<file path="src/rtl/dmem_arbiter.sv">
// Round-robin arbiter sharing one data memory between the D-cache controller
// (requester 0) and the I-cache refill engine (requester 1).
module dmem_arbiter #(
    parameter int ADDR_W      = 32,
    parameter int DATA_W      = 32,
    parameter int BLOCK_WORDS = 4
) (
    input  logic              clk,
    input  logic              rst,
    input  logic              r0_req,
    input  logic              r0_we,
    input  logic              r0_burst,
    input  logic [ADDR_W-1:0] r0_addr,
    input  logic [DATA_W-1:0] r0_wdata,
    output logic              r0_gnt,
    output logic              r0_rvalid,
    output logic [DATA_W-1:0] r0_rdata,
    output logic              r0_done,
    input  logic              r1_req,
    input  logic              r1_we,
    input  logic              r1_burst,
    input  logic [ADDR_W-1:0] r1_addr,
    input  logic [DATA_W-1:0] r1_wdata,
    output logic              r1_gnt,
    output logic              r1_rvalid,
    output logic [DATA_W-1:0] r1_rdata,
    output logic              r1_done,
    output logic              mem_rd_en,
    output logic              mem_wr_en,
    output logic [ADDR_W-1:0] mem_addr,
    output logic [DATA_W-1:0] mem_wdata,
    input  logic [DATA_W-1:0] mem_rdata,
    input  logic              mem_done
);

    localparam int CNT_W = (BLOCK_WORDS > 1) ? $clog2(BLOCK_WORDS) : 1;
    localparam logic [CNT_W-1:0]  LAST_CNT = CNT_W'(BLOCK_WORDS - 1);
    localparam logic [ADDR_W-1:0] BLK_MASK = ADDR_W'(BLOCK_WORDS - 1);

    typedef enum logic {
        IDLE,
        ACCESS
    } state_t;

    state_t            r_state;
    state_t            w_next;
    logic              r_owner;
    logic              r_last_winner;
    logic              r_we;
    logic              r_burst;
    logic [ADDR_W-1:0] r_base;
    logic [DATA_W-1:0] r_wdata;
    logic [CNT_W-1:0]  r_cnt;

    logic              w_take;
    logic              w_win;
    logic              w_last;
    logic              w_sel_we;
    logic              w_sel_burst;
    logic [ADDR_W-1:0] w_sel_addr;
    logic [DATA_W-1:0] w_sel_wdata;
    logic [1:0]        w_gnt;
    logic [1:0]        w_rvalid;
    logic [1:0]        w_done;

    assign w_sel_we    = w_win ? r1_we    : r0_we;
    assign w_sel_burst = (w_win ? r1_burst : r0_burst) & ~w_sel_we;
    assign w_sel_addr  = w_win ? r1_addr  : r0_addr;
    assign w_sel_wdata = w_win ? r1_wdata : r0_wdata;
    assign w_last      = r_we | ~r_burst | (r_cnt == LAST_CNT);

    // Nothing is driven while reset is asserted, so an in-flight
    // transfer can never report completion during the reset cycle.
    always_comb begin
        w_next    = r_state;
        w_take    = 1'b0;
        w_win     = 1'b0;
        w_gnt     = 2'b00;
        w_rvalid  = 2'b00;
        w_done    = 2'b00;
        mem_rd_en = 1'b0;
        mem_wr_en = 1'b0;
        mem_addr  = '0;
        mem_wdata = '0;
        if (!rst) begin
            unique case (r_state)
                IDLE: begin
                    if (r0_req || r1_req) begin
                        w_take       = 1'b1;
                        w_win        = (r0_req && r1_req) ? ~r_last_winner : r1_req;
                        w_gnt[w_win] = 1'b1;
                        w_next       = ACCESS;
                    end
                end
                ACCESS: begin
                    mem_wr_en = r_we;
                    mem_rd_en = ~r_we;
                    mem_addr  = r_base + ADDR_W'(r_cnt);
                    mem_wdata = r_wdata;
                    if (mem_done) begin
                        w_rvalid[r_owner] = ~r_we;
                        if (w_last) begin
                            w_done[r_owner] = 1'b1;
                            w_next          = IDLE;
                        end
                    end
                end
                default: w_next = IDLE;
            endcase
        end
    end

    always_ff @(posedge clk) begin
        if (rst) begin
            r_state       <= IDLE;
            r_owner       <= 1'b0;
            r_last_winner <= 1'b1;
            r_we          <= 1'b0;
            r_burst       <= 1'b0;
            r_base        <= '0;
            r_wdata       <= '0;
            r_cnt         <= '0;
        end else begin
            r_state <= w_next;
            if (w_take) begin
                r_owner       <= w_win;
                r_last_winner <= w_win;
                r_we          <= w_sel_we;
                r_burst       <= w_sel_burst;
                r_base        <= w_sel_burst ? (w_sel_addr & ~BLK_MASK) : w_sel_addr;
                r_wdata       <= w_sel_wdata;
                r_cnt         <= '0;
            end else if (r_state == ACCESS && mem_done && !w_last) begin
                r_cnt <= r_cnt + 1'b1;
            end
        end
    end

    assign r0_gnt    = w_gnt[0];
    assign r1_gnt    = w_gnt[1];
    assign r0_rvalid = w_rvalid[0];
    assign r1_rvalid = w_rvalid[1];
    assign r0_done   = w_done[0];
    assign r1_done   = w_done[1];
    assign r0_rdata  = w_rvalid[0] ? mem_rdata : '0;
    assign r1_rdata  = w_rvalid[1] ? mem_rdata : '0;

endmodule

</file>
<file path="config.mk">
export PLATFORM = sky130hd
export DESIGN_NAME = dmem_arbiter
export DESIGN_NICKNAME = d
export VERILOG_FILES = /design/src/rtl/dmem_arbiter.sv
export SDC_FILE = /design/constraint.sdc
export NUM_CORES = 1
export LEC_CHECK = 0
export ABC_AREA = 1
export BUFFER_PORTS_ARGS = -buffer_cell sky130_fd_sc_hd__buf_2
export CAP_MARGIN = 20
export CORE_AREA = 3 3 118 120
export DETAILED_ROUTE_END_ITERATION = 8
export DIE_AREA = 0 0 121 123
export PLACE_DENSITY = 0.69
export SKIP_LAST_GASP = 1
export SYNTH_ARGS = -nofsm -noshare
export SYNTH_HDL_FRONTEND = slang
export SYNTH_SLANG_ARGS = --single-unit
</file>
<file path="constraint.sdc">
create_clock -name clk -period 4.45 [get_ports clk]
set_input_delay 0.6675 -clock clk [delete_from_list [all_inputs] [get_ports clk]]
set_output_delay 0.6675 -clock clk [all_outputs]
set_load 0.01 [all_outputs]
</file>
-- Word-level counts from Yosys, hierarchy flattened
Index checks and enable logic that the tools add are counted.
- register bits after elaboration: 71
- output and inout port bits: 136
- add/sub/neg operators: 2
- $lt $le $gt $ge: 4
- equal/unequal tests: 1
- multiplexer cells: 39
- bitwise logic cells: 9
- reductions and logical operators: 8
- operator list (operator ; count):
    $mux W32 ; 8
    $add A32 B2 Y32 ; 1
    $mux W2 ; 11
    $mux W1 ; 17
    $logic_and A1 B1 Y1 ; 5
    $not A1 Y1 ; 5
    $lt A1 B2 Y1 const B ; 2
    $add A2 B1 Y2 const B ; 1
    $and A2 B2 Y2 ; 1
    $demux W1 S1 ; 2
    $eq A2 B2 Y1 const B ; 1
    $ge A1 B1 Y1 const B ; 2
    $or A1 B1 Y1 ; 2
    $pmux W1 S2 ; 1
    $reduce_or A2 Y1 ; 1
    $and A1 B1 Y1 ; 1
    $logic_not A1 Y1 ; 1
    $logic_or A1 B1 Y1 ; 1

-- Logic depth before layout (Yosys ltp)
- word-level depth: 9
- gate-level depth with buffers: 10
- mapped depth without buffers: 10

-- Worst setup path after synthesis
OpenSTA, ideal clock, no wires.
- path type: register to output
- start point: register r_cnt[0]
- end point: output port mem_addr[14]
- arrival: 1575 ps
- data required time: 3783 ps
- setup slack: 2207 ps
- cell stages (with the launch flop): 9
- cell sequence: dfxtp_1 > ha_1 > fa_1 > nand2_2 > nor2_1 > nand2_2 > nor2_4 > nor2_1 > nor3_1
- word-level cells in the longest chain between the ends: 3
- ends and longest elaborated chain (what ; line ; RTL):
    start, declared ; 53 ; logic [CNT_W-1:0] r_cnt;
    start signal, assigned ; 134 ; r_cnt <= r_cnt + 1'b1;
    $add A32 B2 Y32 ; 98 ; mem_addr = r_base + ADDR_W'(r_cnt);
    $mux W32 ; 86 ; unique case (r_state)
    $mux W32 ; 85 ; if (!rst) begin
    end, declared ; 30 ; output logic [ADDR_W-1:0] mem_addr,
No other way between the ends.

-- Final worst setup path
- start point: register r_cnt[0]
- end point: output port mem_addr[30]
The elaborated chain is that of the path after synthesis.

==> run_results.csv <==
group,metric,value,unit
critical_path,cp_cell_sequence,"ha_1, fa_1, nand2_2, nor2_1, nand2_2, nor2_4, nand2_1, nand2_1, nand2_1, nor2_1, buf_2",
clock_network,post_cts_buffers,0,
clock_network,holdBufCountCts,0,
sta,fin_crit,2.95,ns
final_layout,insertedDiodeCount,0,
clock_network,numClockSinks,71,
synth,synthCells,792,
power,total_leakage_power,3.51,nW
sta,tns,0,ns
synth,syn_area_per_cell,5.90,um^2
critical_path,crit_slowest_cell,"dfxtp_1",
outcome,status,"finished clean",
final_layout,fin_nets,1248,
route,drtAntennaViolNets,0,
grt,use_met1,27.5,%
final_layout,drive_gt1_share,32.3,%
clock_network,cts_tree,"yes",
critical_path,critPathMaxFanout,8,
critical_path,cp_common_cell,"nand2_1",
route,vias,5887,
synth,ys_types,28,
route,firstDrtPassIters,5,
final_layout,mostFrequentLayoutCells,"buf_2 (304), nor2_1 (237), nand2_1 (125), inv_1 (106), dfxtp_1 (71)",
grt,grtUsageTotal,22.1,%
sta,fmax,0.339,GHz
final_layout,layout_commonest_cell,"buf_2",
route,vias_per_cell,4.69,
route,drc,0,
clock_network,ctsResizeCount,0,
critical_path,arrival,2.29,ns
sta,max-slew-margin-rel,38.5,%
floorplan,io_pins,305,
placed_design,post-place-ws,1.58,ns
placed_design,numPortBuffers,304,
synth,synth_nets,965,
synth,syn_area,0.00467,mm^2
grt,grt_start_max_net_pins,64,
grt,gr-max-usage-layer,"met2",
power,p_per_area,299,mW/mm^2
min_path,hp-class,"reg2reg",
sta,finalCritPeriodShare,66.4,%
synth,ys_ff_latch,71,
synth,ys_warn_count,0,
clock_network,cts_max_path_buffers,2,
floorplan,num_rows,42,
critical_path,critical_path.top_delay_family,"simple AND/OR/NAND/NOR gates",
grt,grt_pass1_vias,5277,
critical_path,path_buf_inv,1,
critical_path,crit_path_end_kind,"output port",
grt,grt-ovfl-total,0,
floorplan,floorplan.initialDensity,35.7,%
sta,setup_slack,1.50,ns
sta,max_slew.worst_pin.slew,0.919,ns
floorplan,core_area,0.0131,mm^2
final_layout,syn2layout_area_growth,41.4,%
grt,antenna_found_initial,1,
clock_network,ctsRootBufferMaster,"clkbuf_16",
clock_network,h-tree-depth,3,
critical_path,slowest_delay,0.38,ns
sta,rsz0062_at_grt,"no",
critical_path,setup.worst_path.start_class,"flop",
sta,maxSlewViolCount,0,
route,post_drt_wl_per_cell,14.1,um
critical_path,path_class,"reg2out",
power,ir_worst_vdd,0.242,mV
clock_network,cts_buffers,9,
route,routed_wl,17700,um
floorplan,die_area,0.0149,mm^2
grt,gr-usage-met2,38.1,%
sta,finalHoldViolations,0,
placed_design,place.gp.congestion,0.869,
sta,finClkSkew,0.00560,ns
sta,setup_violations,0,
clock_network,clk_latency,0.34,ns
grt,grt_pass1_wl,26200,um
route,drtIter0Drc,404,
grt,gr-usage-met3,5.22,%
synth,yosysSeqAreaShare,30.4,%
critical_path,worstPathRequired,3.78,ns
clock_network,clkSlewWorstSetupHoldPaths,0.06,ns
job,drv_cap,0,
floorplan,die_x,121,um
floorplan,die_h,123,um
placed_design,hpwlAfterDp,13300,um
## synthesized netlist by cell type (all sizes together)
cell	number	area [um^2]
a21boi	3	22.5
fa	1	20.0
nand4	5	46.3
nand3b	2	15.0
nor2	245	960
ha	3	37.5
a21oi	17	85.1
o21a	1	7.51
clkbuf	8	31.3
nor3	10	50.1
inv	110	413
nand2	132	513
o22ai	52	325
nand3	16	85.1
dfxtp	71	1420
o21ai	84	424
buf	32	213
## final cells by class
| class | count | area [um^2] |
|---|---|---|
| clock buffers | 10 | 229 |
| multi-input cells | 571 | 2600 |
| flip-flops and latches | 71 | 1420 |
| inverters | 110 | 413 |
| clock inverters | 6 | 109 |
| repair buffers | 312 | 1610 |
| well taps | 176 | 220 |
| fillers | 1387 | 6480 |
## per-layer routing
metal  share of wire, %  routed length, um
met3                6.6               1160
met4                1.4                243
met1                 43               7660
met5              0.040                  7
met2                 49               8590
## kinds of logic after synthesis
group,after synthesis,share of synthesized area (%)
and+or+nand+nor,410,35.7
AOI/OAI and AO/OA,157,18.5
buffers and inverters,150,14.1
DFF,71,30.4
adders and majority gates,4,1.23
## report_power, final
group	internal (mW)	switching, mW
Sequential	0.702	0.0443
Combinational	0.154	0.240
Clock	0.547	0.286
Total	1.40	0.570
## stage by stage
step	hold WS (ns)	area (um^2)	instances	util [%]	power (mW)
after floorplan	0.426	4670	792	-	0.981
after global placement	0.449	6240	1239	47.7	1.14
after detailed placement	0.452	6240	1239	47.7	1.15
after CTS	0.463	6580	1255	50.2	1.98
after global routing	0.490	6600	1256	50.5	2.07
final	0.458	6600	1256	50.5	1.97
## worst paths after layout
path                                               end  slack, ns             startpoint  cells after the start
worst min register to register    r_burst$_SDFFE_PP0P_       0.46   r_burst$_SDFFE_PP0P_                      2
worst min-delay path              r_burst$_SDFFE_PP0P_       0.46   r_burst$_SDFFE_PP0P_                      2
worst max-delay path                      mem_addr[30]       1.50  r_cnt[0]$_SDFFE_PP0P_                     11
worst max register to register  r_base[1]$_SDFFE_PP0P_       2.29     r_state$_SDFF_PP0_                      8
## registers in the layout (all words and copies together) (netlist names)
name,cells
r_wdata,32
r_we,1
r_burst,1
r_state,1
r_cnt,2
r_base,32
r_owner,1
r_last_winner,1
## worst reg2reg max path: stages, from the launching register on
cell     delay (ns)
dfxtp_1        0.34
inv_2          0.13
nand4_1        0.73
buf_12         0.50
nand2_1        0.11
nand2_1        0.10
nand2_1        0.10
nand2_1        0.05
nand2_1        0.05
(Power assumes the default switching activity.)
